## src/rtl/vram_frame_writer.sv

```systemverilog
// vram_frame_writer
//   Sweeps one frame of pixel coordinates in raster order, hands them to the
//   Mandelbrot compute engine, and writes the in-order escape counts that come
//   back into VRAM at the tiled address used by the scan-out reader.
//
// Ports
//   clk, reset_n        clock, asynchronous active-low reset
//   start               one-cycle request to render a frame (only seen in IDLE)
//   busy                high while a frame is being issued or drained
//   frame_done          one-cycle pulse with the write of the last pixel
//   req_valid/ready     coordinate request handshake, req_x/req_y coordinate
//   res_valid/ready     escape count handshake, res_count count (in order)
//   VRAM_we/waddr/wdata VRAM write port
module vram_frame_writer #(
    parameter int IMG_W           = 256,
    parameter int IMG_H           = 256,
    parameter int MAX_OUTSTANDING = 8
) (
    input  logic        clk,
    input  logic        reset_n,
    input  logic        start,
    output logic        busy,
    output logic        frame_done,
    output logic        req_valid,
    input  logic        req_ready,
    output logic [8:0]  req_x,
    output logic [8:0]  req_y,
    input  logic        res_valid,
    output logic        res_ready,
    input  logic [7:0]  res_count,
    output logic        VRAM_we,
    output logic [17:0] VRAM_waddr,
    output logic [7:0]  VRAM_wdata
);

    localparam int              OUT_W   = $clog2(MAX_OUTSTANDING + 1);
    localparam logic [OUT_W-1:0] OUT_MAX = OUT_W'(MAX_OUTSTANDING);
    localparam logic [8:0]      X_LAST  = 9'(IMG_W - 1);
    localparam logic [8:0]      Y_LAST  = 9'(IMG_H - 1);

    typedef enum logic [1:0] {
        IDLE  = 2'd0,
        ISSUE = 2'd1,
        DRAIN = 2'd2
    } state_t;

    state_t state_q, state_d;

    logic [8:0]       ix_q, iy_q;      // next coordinate to issue
    logic [8:0]       wx_q, wy_q;      // coordinate of the next result to write
    logic [OUT_W-1:0] outstanding_q;

    logic req_hs_p0, res_hs_p0;

    logic        vld_p1;
    logic        last_p1;
    logic [17:0] waddr_p1;
    logic [7:0]  wdata_p1;

    // Scan-out reads VRAM in 64x64 tiles: block row, block column, then the
    // position inside the tile.
    function automatic logic [17:0] tile_addr(input logic [8:0] x, input logic [8:0] y);
        return {y[8:6], x[8:6], y[5:0], x[5:0]};
    endfunction

    assign req_hs_p0 = req_valid && req_ready;
    assign res_hs_p0 = res_valid && res_ready;

    always_ff @(posedge clk or negedge reset_n) begin
        if (!reset_n) begin
            state_q <= IDLE;
        end else begin
            state_q <= state_d;
        end
    end

    always_comb begin
        state_d   = state_q;
        busy      = 1'b0;
        req_valid = 1'b0;
        res_ready = 1'b0;
        case (state_q)
            IDLE: begin
                if (start) begin
                    state_d = ISSUE;
                end
            end
            ISSUE: begin
                busy      = 1'b1;
                req_valid = (outstanding_q < OUT_MAX);
                res_ready = (outstanding_q != '0);
                if (req_ready && (outstanding_q < OUT_MAX) &&
                    (ix_q == X_LAST) && (iy_q == Y_LAST)) begin
                    state_d = DRAIN;
                end
            end
            DRAIN: begin
                busy      = 1'b1;
                res_ready = (outstanding_q != '0);
                // The final write is on the port this cycle; leave after it.
                if (last_p1) begin
                    state_d = IDLE;
                end
            end
            default: begin
                state_d = IDLE;
            end
        endcase
    end

    // ---- stage p0: handshakes, coordinate and outstanding bookkeeping ----
    always_ff @(posedge clk or negedge reset_n) begin
        if (!reset_n) begin
            ix_q          <= '0;
            iy_q          <= '0;
            wx_q          <= '0;
            wy_q          <= '0;
            outstanding_q <= '0;
        end else if ((state_q == IDLE) && start) begin
            ix_q          <= '0;
            iy_q          <= '0;
            wx_q          <= '0;
            wy_q          <= '0;
            outstanding_q <= '0;
        end else begin
            if (req_hs_p0) begin
                if (ix_q == X_LAST) begin
                    ix_q <= '0;
                    iy_q <= (iy_q == Y_LAST) ? 9'd0 : iy_q + 9'd1;
                end else begin
                    ix_q <= ix_q + 9'd1;
                end
            end
            if (res_hs_p0) begin
                if (wx_q == X_LAST) begin
                    wx_q <= '0;
                    wy_q <= (wy_q == Y_LAST) ? 9'd0 : wy_q + 9'd1;
                end else begin
                    wx_q <= wx_q + 9'd1;
                end
            end
            case ({req_hs_p0, res_hs_p0})
                2'b10:   outstanding_q <= outstanding_q + OUT_W'(1);
                2'b01:   outstanding_q <= outstanding_q - OUT_W'(1);
                default: outstanding_q <= outstanding_q;
            endcase
        end
    end

    // ---- stage p1: registered VRAM write ----
    always_ff @(posedge clk or negedge reset_n) begin
        if (!reset_n) begin
            vld_p1   <= 1'b0;
            last_p1  <= 1'b0;
            waddr_p1 <= '0;
            wdata_p1 <= '0;
        end else begin
            vld_p1  <= res_hs_p0;
            last_p1 <= res_hs_p0 && (wx_q == X_LAST) && (wy_q == Y_LAST);
            if (res_hs_p0) begin
                waddr_p1 <= tile_addr(wx_q, wy_q);
                wdata_p1 <= res_count;
            end
        end
    end

    assign req_x      = ix_q;
    assign req_y      = iy_q;
    assign VRAM_we    = vld_p1;
    assign VRAM_waddr = waddr_p1;
    assign VRAM_wdata = wdata_p1;
    assign frame_done = last_p1;

endmodule

```

## config.mk

```make
export PLATFORM = sky130hd
export DESIGN_NAME = vram_frame_writer
export DESIGN_NICKNAME = d
export VERILOG_FILES = /design/src/rtl/vram_frame_writer.sv
export SDC_FILE = /design/constraint.sdc
export NUM_CORES = 1
export LEC_CHECK = 0
export BUFFER_PORTS_ARGS = -buffer_cell sky130_fd_sc_hd__buf_2
export CELL_PAD_IN_SITES_DETAIL_PLACEMENT = 1
export CELL_PAD_IN_SITES_GLOBAL_PLACEMENT = 1
export CORE_ASPECT_RATIO = 2
export CORE_MARGIN = 4
export CORE_UTILIZATION = 42
export DETAILED_ROUTE_END_ITERATION = 7
export PLACE_DENSITY = 0.82
export SETUP_SLACK_MARGIN = 0.05
export SLEW_MARGIN = 10
export SYNTH_ARGS = -nofsm -noshare
export SYNTH_HDL_FRONTEND = slang
export SYNTH_SLANG_ARGS = --single-unit
```

## constraint.sdc

```tcl
create_clock -name clk -period 3.1 [get_ports clk]
set_input_delay 0.62 -clock clk [delete_from_list [all_inputs] [get_ports clk]]
set_output_delay 0.62 -clock clk [all_outputs]
set_load 0.02 [all_outputs]
```

# After elaboration in Yosys (flattened, before gate mapping)
# Index checks and enable logic that the tools add are counted.
dict set report totals {
  regBits 70
  inputBits 13
  output_inout_bits 49
}
dict set report classes {
  addsub 6
  magnitude_cmp 1
  n_eq_ne 11
  mux 23
  n_reduce_logical 19
}
# operator count
set ops {}
lappend ops {{9-bit 2-to-1 mux} 14}
lappend ops {{9-bit by 1-bit adder with 9-bit output (second input constant)} 4}
lappend ops {{9-bit by 8-bit equality test with 1-bit output (second input constant)} 4}
lappend ops {{1-bit logical AND} 8}
lappend ops {{4-bit one-hot mux with 2 select lines} 1}
lappend ops {{2-bit nonzero test} 4}
lappend ops {{2-bit 2-to-1 mux} 3}
lappend ops {{2-bit inequality test (second input constant)} 3}
lappend ops {{2-bit one-hot mux with 3 select lines} 1}
lappend ops {{4-bit by 1-bit adder with 4-bit output (second input constant)} 1}
lappend ops {{2-bit by 1-bit equality test with 1-bit output (second input constant)} 2}
lappend ops {{2-bit equality test (second input constant)} 2}
lappend ops {{4-bit less-than comparator (second input constant)} 1}
lappend ops {{4-bit 2-to-1 mux} 1}
lappend ops {{2-bit AND reduction} 2}
lappend ops {{4-bit nonzero test} 1}
lappend ops {{4-bit by 1-bit subtractor with 4-bit output (second input constant)} 1}
lappend ops {{1-bit 2-to-1 mux} 3}
lappend ops {{3-bit AND reduction} 1}
lappend ops {{3-bit nonzero test} 1}
lappend ops {{2-bit zero test} 1}
lappend ops {{2-bit OR reduction} 1}

# Longest topological paths before layout
dict set report depth {
  ltp_word 7
  ltp_mapped 11
}

# Worst setup path after synthesis
# No wires, ideal clock.
dict set report synth_timing {
  path_type {reg2reg}
  start {reg state_q[0]}
  end {reg outstanding_q[3]}
  arrival_time_ns 2.603
  t_required_ns 3.031
  path_slack_ns 0.428
  path_stages_with_launch 12
  path_buffers 0
  path_cell_list {dfrtp_1 inv_1 ha_1 o41ai_4 inv_1 nand3_1 inv_1 ha_1 a21oi_1 nand2_1 or4_1 nand3_1}
}
dict set report synth_between {
  elab_chain_cells 7
}
# element line_no
set synth_rtl {}
lappend synth_rtl {{start: declaration} 47} ;# state_t state_q, state_d;
lappend synth_rtl {{start signal: assignment} 73} ;# state_q <= state_d;
lappend synth_rtl {{2-bit equality test or 2-bit by 1-bit equality test with 1-bit output (tied branches)} 82} ;# case (state_q)
lappend synth_rtl {{2-bit OR reduction (no line) (*)} n/a}
lappend synth_rtl {{1-bit 2-to-1 mux (*)} n/a}
lappend synth_rtl {{named net res_ready} 29} ;# output logic res_ready,
lappend synth_rtl {{1-bit logical AND (*)} 67} ;# assign res_hs_p0 = res_valid && res_ready;
lappend synth_rtl {{2-bit by 1-bit equality test with 1-bit output or 2-bit equality test (tied branches)} 142} ;# case ({req_hs_p0, res_hs_p0})
lappend synth_rtl {{4-bit one-hot mux with 2 select lines} 142}
lappend synth_rtl {{4-bit 2-to-1 mux} 119} ;# end else if ((state_q == IDLE) && start) begin
lappend synth_rtl {{end signal: assignment} 143} ;# 2'b10: outstanding_q <= outstanding_q + OUT_W'(1);
lappend synth_rtl {{end signal: assignment} 144} ;# 2'b01: outstanding_q <= outstanding_q - OUT_W'(1);
lappend synth_rtl {{end signal: assignment} 145} ;# default: outstanding_q <= outstanding_q;
lappend synth_rtl {{end: declaration} 51} ;# logic [OUT_W-1:0] outstanding_q;
# The timed path passes the listed nets; every way through them passes the cells marked *.
# A chain may end at the register's enable or synchronous reset.

# Worst setup path after layout
dict set report layout_timing {
  start {reg state_q[0]}
  end {reg outstanding_q[3]}
}
dict set report layout_between {
  elab_chain_cells 7
}
# element line_no
set layout_rtl {}
lappend layout_rtl {{2-bit equality test or 2-bit by 1-bit equality test with 1-bit output (tied branches)} 82}
lappend layout_rtl {{2-bit OR reduction (no line)} n/a}
lappend layout_rtl {{1-bit 2-to-1 mux} n/a}
lappend layout_rtl {{1-bit logical AND} 67}
lappend layout_rtl {{2-bit by 1-bit equality test with 1-bit output or 2-bit equality test (tied branches)} 142}
lappend layout_rtl {{4-bit one-hot mux with 2 select lines} 142}
lappend layout_rtl {{4-bit 2-to-1 mux} 119}
# Parallel ways exist; a longest one is shown, timed or not.

==> reports/results.tsv <==
stage	metric	value	unit
synth	synthesized flop and latch total	70	
floorplanning	die area	9940	um^2
run	Max-cap violations	0	
synth	top_reg_cell synth	dfrtp_1	
synth	count leader, synth	nand2_1	
floorplanning	Core Area	8000	um^2
routing	1st-pass router iterations	4	
grt	gr usage total	20.3	%
grt	initial antenna violation count	0	
synth	sequential element share of the synthesized area	50.1	%
outcome	status	finished clean	
sta	final hold viol count	0	
power	sequential share of power	36.3	%
floorplanning	Die Ht	137	um
cts	clk sinks	70	
synth	Mapped Area	3500	um^2
placed_design	DP Wirelength	6.75	mm
sta	fmax	365	MHz
cells_and_area	share of cells above drive strength 1	19.8	%
critical_path	CP required	3.36	ns
sta	Worst-Margin Slew	0.785	ns
routing	DRC Markers	0	
cells_and_area	synth-to-layout area growth	18.8	%
cts	CTS H-tree lvls	3	
critical_path	crit path kind	reg2reg	
cts	Inserted Clock Buffers	9	
power	Worst IR Drop VDD	0.402	mV
routing	Iter 0 DRT Violations	155	
floorplanning	Rows	46	
routing	wire per inst	17.4	um
hold_path	Hold Crit Class	in2async	
power	Pwr Density	830	nW/um^2
synth	Yosys warnings	0	
placed_design	cell count after placement	521	
power	clock network power share	26.3	%
sta	Final TNS setup	0	ns
critical_path	crit path launch type	flip-flop	
cts	post_cts resized	0	
cts	clock tree from TritonCTS	built	
placed_design	Placer Congestion	0.834	
sta	relative slew slack	47.2	%
grt	GRT overflow	0	
floorplanning	num ports	62	
sta	Setup Skew	0.00303	ns
routing	vias post-DR	3079	
routing	Antenna Violating Nets Remaining	0	
sta	Tmin final	2.74	ns
sta	final setup violation count	0	
power	Logic pwr share	37.4	%
grt	first-pass GRT wire length	15.9	mm
synth	Post-Syn Area per Cell	9.33	um^2
routing	vias per cell	5.76	
placed_design	PortBufs	61	
power	Net Sw Power	1.39	mW
grt	largest net degree at the start of global routing	71	
synth	ranking of synthesized cells by area	dfrtp_1 (50%), nand2_1 (11%), ha_1 (3.9%)	
synth	Synth top cells by count	nand2_1 (101), dfrtp_1 (70), nand3_1 (21)	
power	sw frac	40.4	%
floorplanning	initial core utilization	43.7	%
synth	Post-synth EDFFs	0	
synth	top-area cell type share of the netlist area	50.1	%
power	Pleak	2.16	nW
cts	Clk pin slew, worst setup/hold paths	0.05	ns
critical_path	WP data arrival	3.00	ns
sta	unrepaired setup endpoints after global routing	no	
routing	Post-Route WL	9.29	mm
synth	Post-Syn Nets	400	
critical_path	crit-path max FO	6	
synth	post-synth cell types	60	
synth	ys async rst share	100	%
cts	worst-skew pair later-pin latency	0.33	ns
power	internal cell power	2.05	mW
cts	hold buffers post-CTS	0	
grt	vias in the first global route	3329	
sta	Final Cycle Share	88.3	%
floorplanning	die width	72.5	um
cts	CTS root buffer	clkbuf_16	
cells_and_area	nets@finish	461	
cells_and_area	fin cells	535	
synth	Post-Syn Instances	375	
synth	cell taking the most area after synthesis	dfrtp_1	
cells_and_area	# diodes	0	
cts	Max clock buf depth	2	
cts	number of post-CTS setup repair buffers	0	
sta	fin. max-slew vios	0	
critical_path	Crit. End Element	flip-flop	
==> flip-flops by register name, summed over array words and instances (netlist names) <==
| name | cells |
|---|---|
| wx_q | 9 |
| state_q | 2 |
| frame_done | 1 |
| outstanding_q | 4 |
| wy_q | 9 |
| req_y | 9 |
| VRAM_we | 1 |
| VRAM_wdata | 8 |
| VRAM_waddr | 18 |
| req_x | 9 |
==> metrics by stage <==
| stage | area [um^2] | util (%) | hold WS, ns | setup WS, ns | power, mW |
|---|---|---|---|---|---|
| after detailed placement | 3900 | 48.7 | 0.460 | 0.356 | 2.57 |
| after global routing | 4160 | 51.9 | 0.351 | 0.184 | 3.70 |
| after floorplan | 3500 | - | 0.324 | 0.428 | 2.15 |
| after global placement | 3900 | 48.7 | 0.453 | 0.530 | 2.50 |
| after CTS | 4160 | 51.9 | 0.335 | 0.343 | 3.50 |
| final | 4160 | 51.9 | 0.317 | 0.361 | 3.45 |
==> cell usage in the layout, fill, tap and decap left out, types with 2 or more instances in the layout <==
cell type / netlist / layout
nand2_1: 101 / 101
a41oi_1: 2 / 2
a211oi_1: 2 / 2
o41ai_1: 2 / 2
nor2b_1: 5 / 5
nor2_1: 19 / 19
inv_1: 8 / 8
nor4b_1: 2 / 2
or4_1: 3 / 3
a22o_1: 5 / 5
o211ai_1: 4 / 4
and4b_1: 2 / 2
buf_4: 1 / 3
o31ai_1: 3 / 3
buf_2: 6 / 61
o31a_1: 2 / 2
ha_1: 11 / 11
or2_2: 3 / 3
clkbuf_16: 0 / 9
nand4_1: 7 / 7
a31oi_1: 5 / 5
and4_1: 2 / 2
o21ai_0: 8 / 8
xor2_1: 6 / 6
xnor2_1: 5 / 5
a21oi_1: 15 / 15
nor3_1: 5 / 5
and3_1: 7 / 7
or3_1: 2 / 2
nand2b_1: 2 / 2
clkbuf_1: 6 / 2
nand3_1: 21 / 21
clkinv_2: 0 / 2
o22ai_1: 5 / 5
dfrtp_1: 70 / 70
==> metal layers <==
layer  track usage [%]  wire (um)  up-vias
li1                  -          -     1443
met1              21.5       3460     1551
met2              38.4       5240       71
met3              3.31        391       14
met4              8.11        199        0
met5                 0          0        -
==> final timing paths <==
kind | start | end | slack, ns | cells past startpoint
max in group asynchronous | reset_n | req_y[5] | 2.48 | 2
min in group clk | VRAM_waddr[14] | VRAM_waddr[14] | 0.47 | 2
hold reg to reg | VRAM_waddr[14] | VRAM_waddr[14] | 0.47 | 2
setup reg to reg | state_q[0] | outstanding_q[3] | 0.36 | 11
setup / recovery | state_q[0] | outstanding_q[3] | 0.36 | 11
hold / removal | reset_n | wx_q[6] | 0.32 | 2
==> worst max-delay path, stage by stage (launching register included) <==
cell     delay [ns]
dfrtp_1        0.41
inv_1          0.10
ha_1           0.36
o41ai_4        0.10
inv_1          0.18
nand3_1        0.23
inv_1          0.16
ha_1           0.35
a21oi_1        0.18
nand2_1        0.10
or4_1          0.40
nand3_1        0.09
==> power by group through the flow <==
stage,sequential [mW],combinational [mW],clock [mW]
floorplan,1.34,0.809,0
global placement,1.25,1.25,0
detailed placement,1.26,1.30,0
CTS,1.25,1.32,0.935
global route,1.28,1.44,0.972
finish,1.25,1.29,0.907
==> logic make-up after synthesis <==
family | after synthesis | synth area share, %
flops | 70 | 50.1
xor+xnor | 11 | 2.75
buf+inv | 24 | 2.90
simple gates | 191 | 26.0
compound gates | 67 | 13.8
fa+ha+maj | 12 | 4.51
==> cell type report <==
type / count / area (um^2)
Tap cell: 96 / 120
Timing Repair Buffer: 65 / 348
Clock inverter: 2 / 10.0
Fill cell: 977 / 3840
Sequential cell: 70 / 1750
Clock buffer: 12 / 246
Multi-Input combinational cell: 281 / 1650
Inverter: 9 / 33.8
Power figures use the tool's default switching activity.
